<file path="config.mk">
export PLATFORM = sky130hd
export DESIGN_NAME = sim_run_ctrl_flat
export DESIGN_NICKNAME = d
export VERILOG_FILES = /design/src/rtl/sim_ctrl_pkg.sv /design/src/rtl/sim_run_ctrl_if.sv /design/src/rtl/prio_enc.sv /design/src/rtl/sim_run_ctrl.sv /design/src/flat_wrapper.sv
export SDC_FILE = /design/constraint.sdc
export NUM_CORES = 1
export LEC_CHECK = 0
export ABC_AREA = 1
export CAP_MARGIN = 20
export CELL_PAD_IN_SITES_DETAIL_PLACEMENT = 1
export CELL_PAD_IN_SITES_GLOBAL_PLACEMENT = 1
export CORE_ASPECT_RATIO = 0.8
export CORE_MARGIN = 3
export CORE_UTILIZATION = 47
export DETAILED_ROUTE_END_ITERATION = 7
export PLACE_DENSITY_LB_ADDON = 0.1
export REMOVE_ABC_BUFFERS = 1
export SYNTH_ARGS = -nofsm -noshare
export SYNTH_HDL_FRONTEND = slang
export SYNTH_SLANG_ARGS = --single-unit
</file>
<file path="constraint.sdc">
create_clock -name clk -period 3.59 [get_ports clk]
set_input_delay 0.5385 -clock clk [delete_from_list [all_inputs] [get_ports clk]]
set_output_delay 0.5385 -clock clk [all_outputs]
set_load 0.1 [all_outputs]
</file>
<file path="src/rtl/sim_ctrl_pkg.sv">
// rtl/sim_ctrl_pkg.sv - shared types and constants for the simulation run controller
// Provides the controller state enum, the termination status codes and the
// width helper used to size the halt-source index.
package sim_ctrl_pkg;

    typedef enum logic [1:0] {
        HOLD = 2'd0,
        RUN  = 2'd1,
        DONE = 2'd2
    } state_t;

    localparam logic [1:0] ST_NONE    = 2'd0;
    localparam logic [1:0] ST_HALT    = 2'd1;
    localparam logic [1:0] ST_TIMEOUT = 2'd2;
    localparam logic [1:0] ST_HANG    = 2'd3;

    // A single channel still gets a 1-bit index so the port never vanishes.
    function automatic int src_width(input int n);
        return (n > 1) ? $clog2(n) : 1;
    endfunction

endpackage

</file>
<file path="src/rtl/sim_run_ctrl_if.sv">
// rtl/sim_run_ctrl_if.sv - harness-side bundle between the bench and the run controller
// Signals:
//   halt_req  [N_SRC]  per-channel halt request level (bench -> controller)
//   commit             one pulse per retired instruction (bench -> controller)
//   cpu_rst            active-high core reset (controller -> bench)
//   done               sticky run-terminated flag
//   status    [2]      termination cause
//   halt_src  [SRC_W]  index of the halting channel
//   cycle_cnt [CNT_W]  RUN cycles elapsed
// Modports: master = harness/bench side, slave = controller side.
interface sim_run_ctrl_if #(
    parameter int N_SRC = 2,
    parameter int CNT_W = 32
);
    import sim_ctrl_pkg::*;

    localparam int SRC_W = src_width(N_SRC);

    logic [N_SRC-1:0] halt_req;
    logic             commit;
    logic             cpu_rst;
    logic             done;
    logic [1:0]       status;
    logic [SRC_W-1:0] halt_src;
    logic [CNT_W-1:0] cycle_cnt;

    modport master (
        output halt_req, commit,
        input  cpu_rst, done, status, halt_src, cycle_cnt
    );

    modport slave (
        input  halt_req, commit,
        output cpu_rst, done, status, halt_src, cycle_cnt
    );

endinterface

</file>
<file path="src/rtl/prio_enc.sv">
// rtl/prio_enc.sv - lowest-index-wins priority encoder for halt channels
// Ports:
//   i_req [N]  request vector
//   o_any      at least one request set
//   o_idx [W]  index of the lowest set request (0 when none)
module prio_enc #(
    parameter int N = 2,
    parameter int W = 1
) (
    input  logic [N-1:0] i_req,
    output logic         o_any,
    output logic [W-1:0] o_idx
);

    assign o_any = |i_req;

    // Scan from the top down so the lowest set bit is the last to write.
    always_comb begin
        o_idx = '0;
        for (int i = N - 1; i >= 0; i--) begin
            if (i_req[i]) begin
                o_idx = W'(i);
            end
        end
    end

endmodule

</file>
<file path="src/rtl/sim_run_ctrl.sv">
// rtl/sim_run_ctrl.sv - core reset stretch, halt detect, timeout and hang watchdog
// Ports:
//   clk    system clock, rising edge
//   rst_n  asynchronous active-low reset
//   ctl    sim_run_ctrl_if.slave: halt_req/commit in; cpu_rst, done,
//          status, halt_src, cycle_cnt out (all registered)
// Runs HOLD -> RUN -> DONE; DONE is left only through rst_n.
module sim_run_ctrl
    import sim_ctrl_pkg::*;
#(
    parameter int RST_HOLD    = 25,
    parameter int N_SRC       = 2,
    parameter int CNT_W       = 32,
    parameter int TIMEOUT     = 150000000,
    parameter int STALL_LIMIT = 4096
) (
    input  logic         clk,
    input  logic         rst_n,
    sim_run_ctrl_if.slave ctl
);

    localparam int SRC_W = src_width(N_SRC);

    // Comparisons use pre-increment values, hence the "-1" terminal counts.
    localparam logic [CNT_W-1:0] HOLD_LAST  = CNT_W'(RST_HOLD - 1);
    localparam logic [CNT_W-1:0] TO_LAST    = CNT_W'(TIMEOUT - 1);
    localparam logic [CNT_W-1:0] STALL_LAST = CNT_W'((STALL_LIMIT == 0) ? 0 : STALL_LIMIT - 1);
    localparam bit               WDOG_EN    = (STALL_LIMIT != 0);

    state_t           r_state;
    logic [CNT_W-1:0] r_hold_cnt;
    logic [CNT_W-1:0] r_stall_cnt;
    logic [CNT_W-1:0] r_cycle_cnt;
    logic             r_cpu_rst;
    logic             r_done;
    logic [1:0]       r_status;
    logic [SRC_W-1:0] r_halt_src;

    logic             w_any;
    logic [SRC_W-1:0] w_idx;
    logic             w_timeout;
    logic             w_hang;

    prio_enc #(
        .N (N_SRC),
        .W (SRC_W)
    ) u_prio_enc (
        .i_req (ctl.halt_req),
        .o_any (w_any),
        .o_idx (w_idx)
    );

    assign w_timeout = (r_cycle_cnt == TO_LAST);
    // A commit on the would-be terminal cycle rescues the run.
    assign w_hang    = WDOG_EN && (r_stall_cnt == STALL_LAST) && !ctl.commit;

    always_ff @(posedge clk or negedge rst_n) begin
        if (!rst_n) begin
            r_state     <= HOLD;
            r_hold_cnt  <= '0;
            r_stall_cnt <= '0;
            r_cycle_cnt <= '0;
            r_cpu_rst   <= 1'b1;
            r_done      <= 1'b0;
            r_status    <= ST_NONE;
            r_halt_src  <= '0;
        end else begin
            case (r_state)
                HOLD: begin
                    r_hold_cnt <= r_hold_cnt + 1'b1;
                    if (r_hold_cnt == HOLD_LAST) begin
                        r_state   <= RUN;
                        r_cpu_rst <= 1'b0;
                    end
                end
                RUN: begin
                    r_cycle_cnt <= r_cycle_cnt + 1'b1;
                    r_stall_cnt <= ctl.commit ? '0 : r_stall_cnt + 1'b1;
                    if (w_any || w_timeout || w_hang) begin
                        r_state   <= DONE;
                        r_done    <= 1'b1;
                        r_cpu_rst <= 1'b1;
                        if (w_any) begin
                            r_status   <= ST_HALT;
                            r_halt_src <= w_idx;
                        end else if (w_timeout) begin
                            r_status <= ST_TIMEOUT;
                        end else begin
                            r_status <= ST_HANG;
                        end
                    end
                end
                DONE: begin
                    r_state <= DONE;
                end
                default: begin
                    r_state <= HOLD;
                end
            endcase
        end
    end

    assign ctl.cpu_rst   = r_cpu_rst;
    assign ctl.done      = r_done;
    assign ctl.status    = r_status;
    assign ctl.halt_src  = r_halt_src;
    assign ctl.cycle_cnt = r_cycle_cnt;

endmodule

</file>
<file path="src/flat_wrapper.sv">
// flat-port wrapper written by rule: the top's interface ports become plain ports
module sim_run_ctrl_flat import sim_ctrl_pkg::*;
#(
    parameter int RST_HOLD    = 25,
    parameter int N_SRC       = 2,
    parameter int CNT_W       = 32,
    parameter int TIMEOUT     = 150000000,
    parameter int STALL_LIMIT = 4096
)
  (clk, rst_n, ctl_halt_req, ctl_commit, ctl_cpu_rst, ctl_done, ctl_status, ctl_halt_src, ctl_cycle_cnt);
  sim_run_ctrl_if #(.N_SRC(N_SRC), .CNT_W(CNT_W)) ctl_i ();
  input  logic clk;
  input  logic rst_n;
  input wire logic [$bits(ctl_i.halt_req)-1:0] ctl_halt_req;
  input wire logic [$bits(ctl_i.commit)-1:0] ctl_commit;
  output wire logic [$bits(ctl_i.cpu_rst)-1:0] ctl_cpu_rst;
  output wire logic [$bits(ctl_i.done)-1:0] ctl_done;
  output wire logic [$bits(ctl_i.status)-1:0] ctl_status;
  output wire logic [$bits(ctl_i.halt_src)-1:0] ctl_halt_src;
  output wire logic [$bits(ctl_i.cycle_cnt)-1:0] ctl_cycle_cnt;
  assign ctl_i.halt_req = ctl_halt_req;
  assign ctl_i.commit = ctl_commit;
  assign ctl_cpu_rst = ctl_i.cpu_rst;
  assign ctl_done = ctl_i.done;
  assign ctl_status = ctl_i.status;
  assign ctl_halt_src = ctl_i.halt_src;
  assign ctl_cycle_cnt = ctl_i.cycle_cnt;
  sim_run_ctrl #(.RST_HOLD(RST_HOLD), .N_SRC(N_SRC), .CNT_W(CNT_W), .TIMEOUT(TIMEOUT), .STALL_LIMIT(STALL_LIMIT)) u_core (.clk(clk), .rst_n(rst_n), .ctl(ctl_i));
endmodule
</file>
### After elaboration in Yosys (flattened, before gate mapping)

Index checks and enable logic that the tools add are counted.

| storage, ports and cells | value |
|---|---|
| memories kept | 0 |
| output and inout port bits | 37 |
| memory bits (writable) | 0 |
| bits in registers | 103 |
| input bits | 5 |
| bits in read-only memories | 0 |
| logic and storage cells | 40 |
| latch bits | 0 |

| operators by class | value |
|---|---|
| div/mod/pow operators | 0 |
| $add $sub $neg | 3 |
| bitwise logic cells | 0 |
| magnitude comparators | 0 |
| multipliers | 0 |
| shift-type cells | 0 |
| mux-type cells | 11 |
| eq/ne operators | 7 |
| reduce and logical (&&, ||, !) cells | 11 |

Operator list:

| cell | count |
|---|---|
| $add 32x1->32 const B | 3 |
| $eq 32x12->1 const B | 1 |
| $eq 32x28->1 const B | 1 |
| $eq 32x5->1 const B | 1 |
| $mux 32 | 1 |
| $mux 2 | 3 |
| $pmux 2 s3 | 1 |
| $reduce_and 3->1 | 2 |
| $mux 1 | 5 |
| $ne 2x1->1 const B | 2 |
| $reduce_and 2->1 | 2 |
| $eq 2x1->1 const B | 1 |
| $eq 2x2->1 const B | 1 |
| $logic_not 2->1 | 1 |
| $logic_or 1x1->1 | 2 |
| $pmux 1 s2 | 1 |
| $reduce_bool 2->1 | 1 |
| $reduce_or 2->1 | 1 |
| $logic_and 1x1->1 | 1 |
| $logic_not 1->1 | 1 |

### Logic depth before layout (Yosys ltp)

| depth | value |
|---|---|
| depth in word-level cells | 5 |
| depth in mapped cells | 12 |
| mapped depth without buffers | 11 |

### Hierarchy

From an unflattened synthesis, not the netlist that was laid out.

| unflattened totals | value |
|---|---|
| cell total of the unflattened synthesis | 719 |
| area, all modules | 5621.6 µm² |

Modules (own cells, without submodules):

| module | area an instance (µm²) | times used | cells an instance | seq. area each (µm²) |
|---|---|---|---|---|
| sim_run_ctrl | 5606.6 | 1 | 715 | 2578.7 |
| prio_enc | 15.0 | 1 | 4 | 0.0 |

### Least setup slack after synthesis

OpenSTA, ideal clock, no wires.

| path | value |
|---|---|
| path type | reg2reg |
| start | register u_core.r_cycle_cnt[0] (netlist: u_core.ctl.cycle_cnt[0]) |
| end | register u_core.r_cycle_cnt[30] (netlist: u_core.ctl.cycle_cnt[30]) |
| setup slack | 1.450 ns |
| setup time | 0.122 ns |
| period minus slack after synthesis | 2.140 ns |
| buffers on the path | 0 |
| cell stages (with the launch flop) | 9 |
| data arrival time | 2.017 ns |
| required time | 3.468 ns |
| cell sequence | dfrtp_1 ha_1 nand2_1 nor2_2 nand3_2 nor3_4 nand2_1 nand2_1 nand2_1 |

| between the ends | value |
|---|---|
| cells in the longest elaborated chain, start to end | 1 |

Ends and longest elaborated chain:

| element | line | source |
|---|---|---|
| from (decl) | sim_run_ctrl.sv:33 | `logic [CNT_W-1:0] r_cycle_cnt;` |
| from (signal assigned) | sim_run_ctrl.sv:77 | `r_cycle_cnt <= r_cycle_cnt + 1'b1;` |
| $add 32x1->32 | sim_run_ctrl.sv:77 |  |

Every way passes these cells.
A chain may end at the register's enable or synchronous reset.

### Worst setup path in the final report

| path | value |
|---|---|
| start | register u_core.r_cycle_cnt[25] (netlist: u_core.ctl.cycle_cnt[25]) |
| end | output port ctl_cycle_cnt[25] |

RTL lines:

| element | line | source |
|---|---|---|
| to (decl) | flat_wrapper.sv:20 | `output wire logic [$bits(ctl_i.cycle_cnt)-1:0] ctl_cycle_cnt;` |

No word-level cell between the ends.

==> metrics.txt <==
final core utilization=0.5621; Antenna Nets Post-Route=0; Crit-path slowest cell=clkdlybuf4s50_1; DR vias=5246; endpoints failing hold=0; WS Path Type=reg -> out; Syn Inst Count=774; Iteration-0 DRC Markers=301; post-CTS setup buffer count=0; clock network fraction of design power=0.300; status=completed; CTS Sinks=103; Longest Clk Path Bufs=2; CTS tree=yes; ANT cells=0; worst clock skew=0.009452 ns; # nets final=834; CP bufs+invs=1; fin crit period=2.572 ns; die height=106.5 um; hold_buf cts=0; Hold Path Class=in -> async; critical path arrival=2.03 ns; non-filler cells, final=999; H-tree depth=3; crit-path max FO=7; mapped cell area=0.005936 sq mm; Startpoint Class=flop; Peak VDD IR=0.0003073 V; die width=131.6 um; vias in the first global route=5481; layout cells sized above 1=0.09300; final setup violation count=0; yosys warns=0; Pint=2.213 mW; reg2reg start=u_core.r_state[1]; die area=0.01402 sq mm; pin count of the biggest net entering global routing=56; critical path's top delay family=buffers and inverters; total track usage=0.2463; switching share of power=0.3863; power density over the cells=523.6 mW/mm^2; Netlist cell types=41; GPL Wtd Cong=0.8595; Final Worst Setup Slack=1.018 ns; global-route wire length before repair=27890 um; crit-path cells=clkdlybuf4s50_1; placed cell areas=0.006554 sq mm; drt total wl=16320 um; Slew headroom=0.3364; Comb power frac=0.294; port bufs=41; Worst Path Required=3.05 ns; RSZ-0062 raised after global routing=no; cts bufs inserted=9; Post-DP HPWL=12620 um; setup TNS=0 ns; Design Power=3.606 mW; post-synthesis register bit count=103; sequential share of power=0.406; R2R setup slack=1.34 ns; Max Clk Rate=0.3888 GHz; Inst Count DP=983; crit path capture type=output port; first-pass detailed-route iteration total=4; Vias/cell=5.251; worst-margin pin slew=0.9923 ns; final critical-path share of the clock period=0.7164; design area=0.006887 sq mm; r2r worst-path depth=9; initial antenna violation count=0; Seq/Total Area, Yosys=0.4344; final hold slack=0.2481 ns; total of max-cap violations=0; total grt overflow=0; Worst-path clk slew=0.07 ns; post-CTS sizing=0; syn avg cell area=7.669 sq um; Crit path largest cell delay=1.19 ns; root buffer cell=clkbuf_16; drt drc=0; pre-CTS WS=1.365 ns; Area growth syn-to-layout=16.02%; Worst R2R End=u_core.r_hold_cnt[21]; row count=36; post-DR wirelength/cell=16.34 um; Initial Util=0.4845; worst skew pair latency=0.35 ns; Core ar.=0.01225 sq mm; I/O pin count=42; Psw=1.393 mW; leakage power=3.299 nW; fin. max-slew vios=0
-- synth_stat cells (all sizes together) --
cell / number / area, sq um
o21a: 3 / 22.52
dfrtp: 102 / 2552
dfstp: 1 / 26.28
o21bai: 3 / 22.52
a21o: 1 / 7.510
buf: 3 / 27.52
nand4: 26 / 177.7
nand3b: 5 / 37.54
o21ai: 19 / 95.09
nor3b: 3 / 38.79
nor4: 2 / 12.51
inv: 100 / 375.4
nor3: 32 / 215.2
xor2: 34 / 297.8
nand3: 47 / 255.3
clkinv: 1 / 5.000
a21oi: 16 / 80.08
or2: 4 / 25.03
nor2: 139 / 581.8
nand2: 202 / 798.3
ha: 6 / 75.07
clkbuf: 3 / 11.26
and3: 2 / 12.51
xnor2: 19 / 173.9
a221oi: 1 / 8.760
-- area by class of cell --
type	instances	area, sq um
multi-input combinational	564	2938
clock inverter	6	93.84
inverter	101	380.4
timing repair buffer	44	442.9
fill	1541	5365
tap	171	214.0
sequential	103	2579
clock buffer	10	239.0
-- worst max path at each step --
stage	start	to	cells after the start
global placement	u_core.ctl.cpu_rst	ctl_cpu_rst	1
detailed placement	u_core.r_state[1]	u_core.r_hold_cnt[27]	11
CTS	u_core.ctl.cycle_cnt[25]	ctl_cycle_cnt[25]	1
floorplan	u_core.ctl.cycle_cnt[0]	u_core.ctl.cycle_cnt[30]	8
finish	u_core.ctl.cycle_cnt[25]	ctl_cycle_cnt[25]	1
global route	u_core.ctl.cycle_cnt[10]	ctl_cycle_cnt[10]	1
-- state kept, by name, indices dropped and copies added, names as in the netlist --
name,cells
u_core.r_hold_cnt,32
u_core.ctl.cpu_rst,1
u_core.ctl.status,2
u_core.r_state,2
u_core.ctl.cycle_cnt,32
u_core.ctl.done,1
u_core.ctl.halt_src,1
u_core.r_stall_cnt,32
-- power groups by stage --
stage / clock (mW) / sequential, mW / combinational (mW)
final: 1.08 / 1.46 / 1.06
after global routing: 1.15 / 1.49 / 1.17
after CTS: 1.11 / 1.46 / 1.07
after detailed placement: 0 / 1.48 / 1.07
after global placement: 0 / 1.46 / 1.02
after floorplan: 0 / 1.76 / 0.460
-- cells in the final DEF, fill, tap and decap left out, types with 2 or more instances in the layout --
master           instances
a21oi_1                 16
and3_1                   2
buf_4                    3
bufinv_16                2
clkbuf_16                9
clkdlybuf4s50_1         40
clkinv_4                 3
dfrtp_1                102
ha_1                     6
inv_1                   87
inv_2                   13
nand2_1                192
nand2_2                  7
nand2_4                  3
nand3_1                 43
nand3_2                  4
nand3b_1                 5
nand4_1                 25
nor2_1                 123
nor2_2                  12
nor2_4                   4
nor3_1                  26
nor3_2                   2
nor3_4                   4
nor4_1                   2
o21a_1                   3
o21ai_0                 11
o21ai_1                  8
o21bai_1                 3
or2_2                    2
xnor2_1                 18
xor2_1                  34
-- cell families after synthesis --
logic type | Yosys count | share of synthesized area
and+or+nand+nor | 462 | 0.3630
buffers and inverters | 107 | 0.07061
DFF | 103 | 0.4344
xor gates and xnor gates | 53 | 0.07947
AOI/OAI and AO/OA | 43 | 0.03984
adders and majority gates | 6 | 0.01265
-- per-layer routing --
layer  part of all wire  track usage  wire length (um)  up-vias
met5                  0            0                 0        -
met4              0.011      0.05247               176        0
met3              0.037      0.05014               605       17
met2               0.47       0.4088              7692       75
met1               0.48       0.3371              7847     2616
li1                   -            -                 -     2538
No activity file was read; power rests on OpenSTA's default activity.
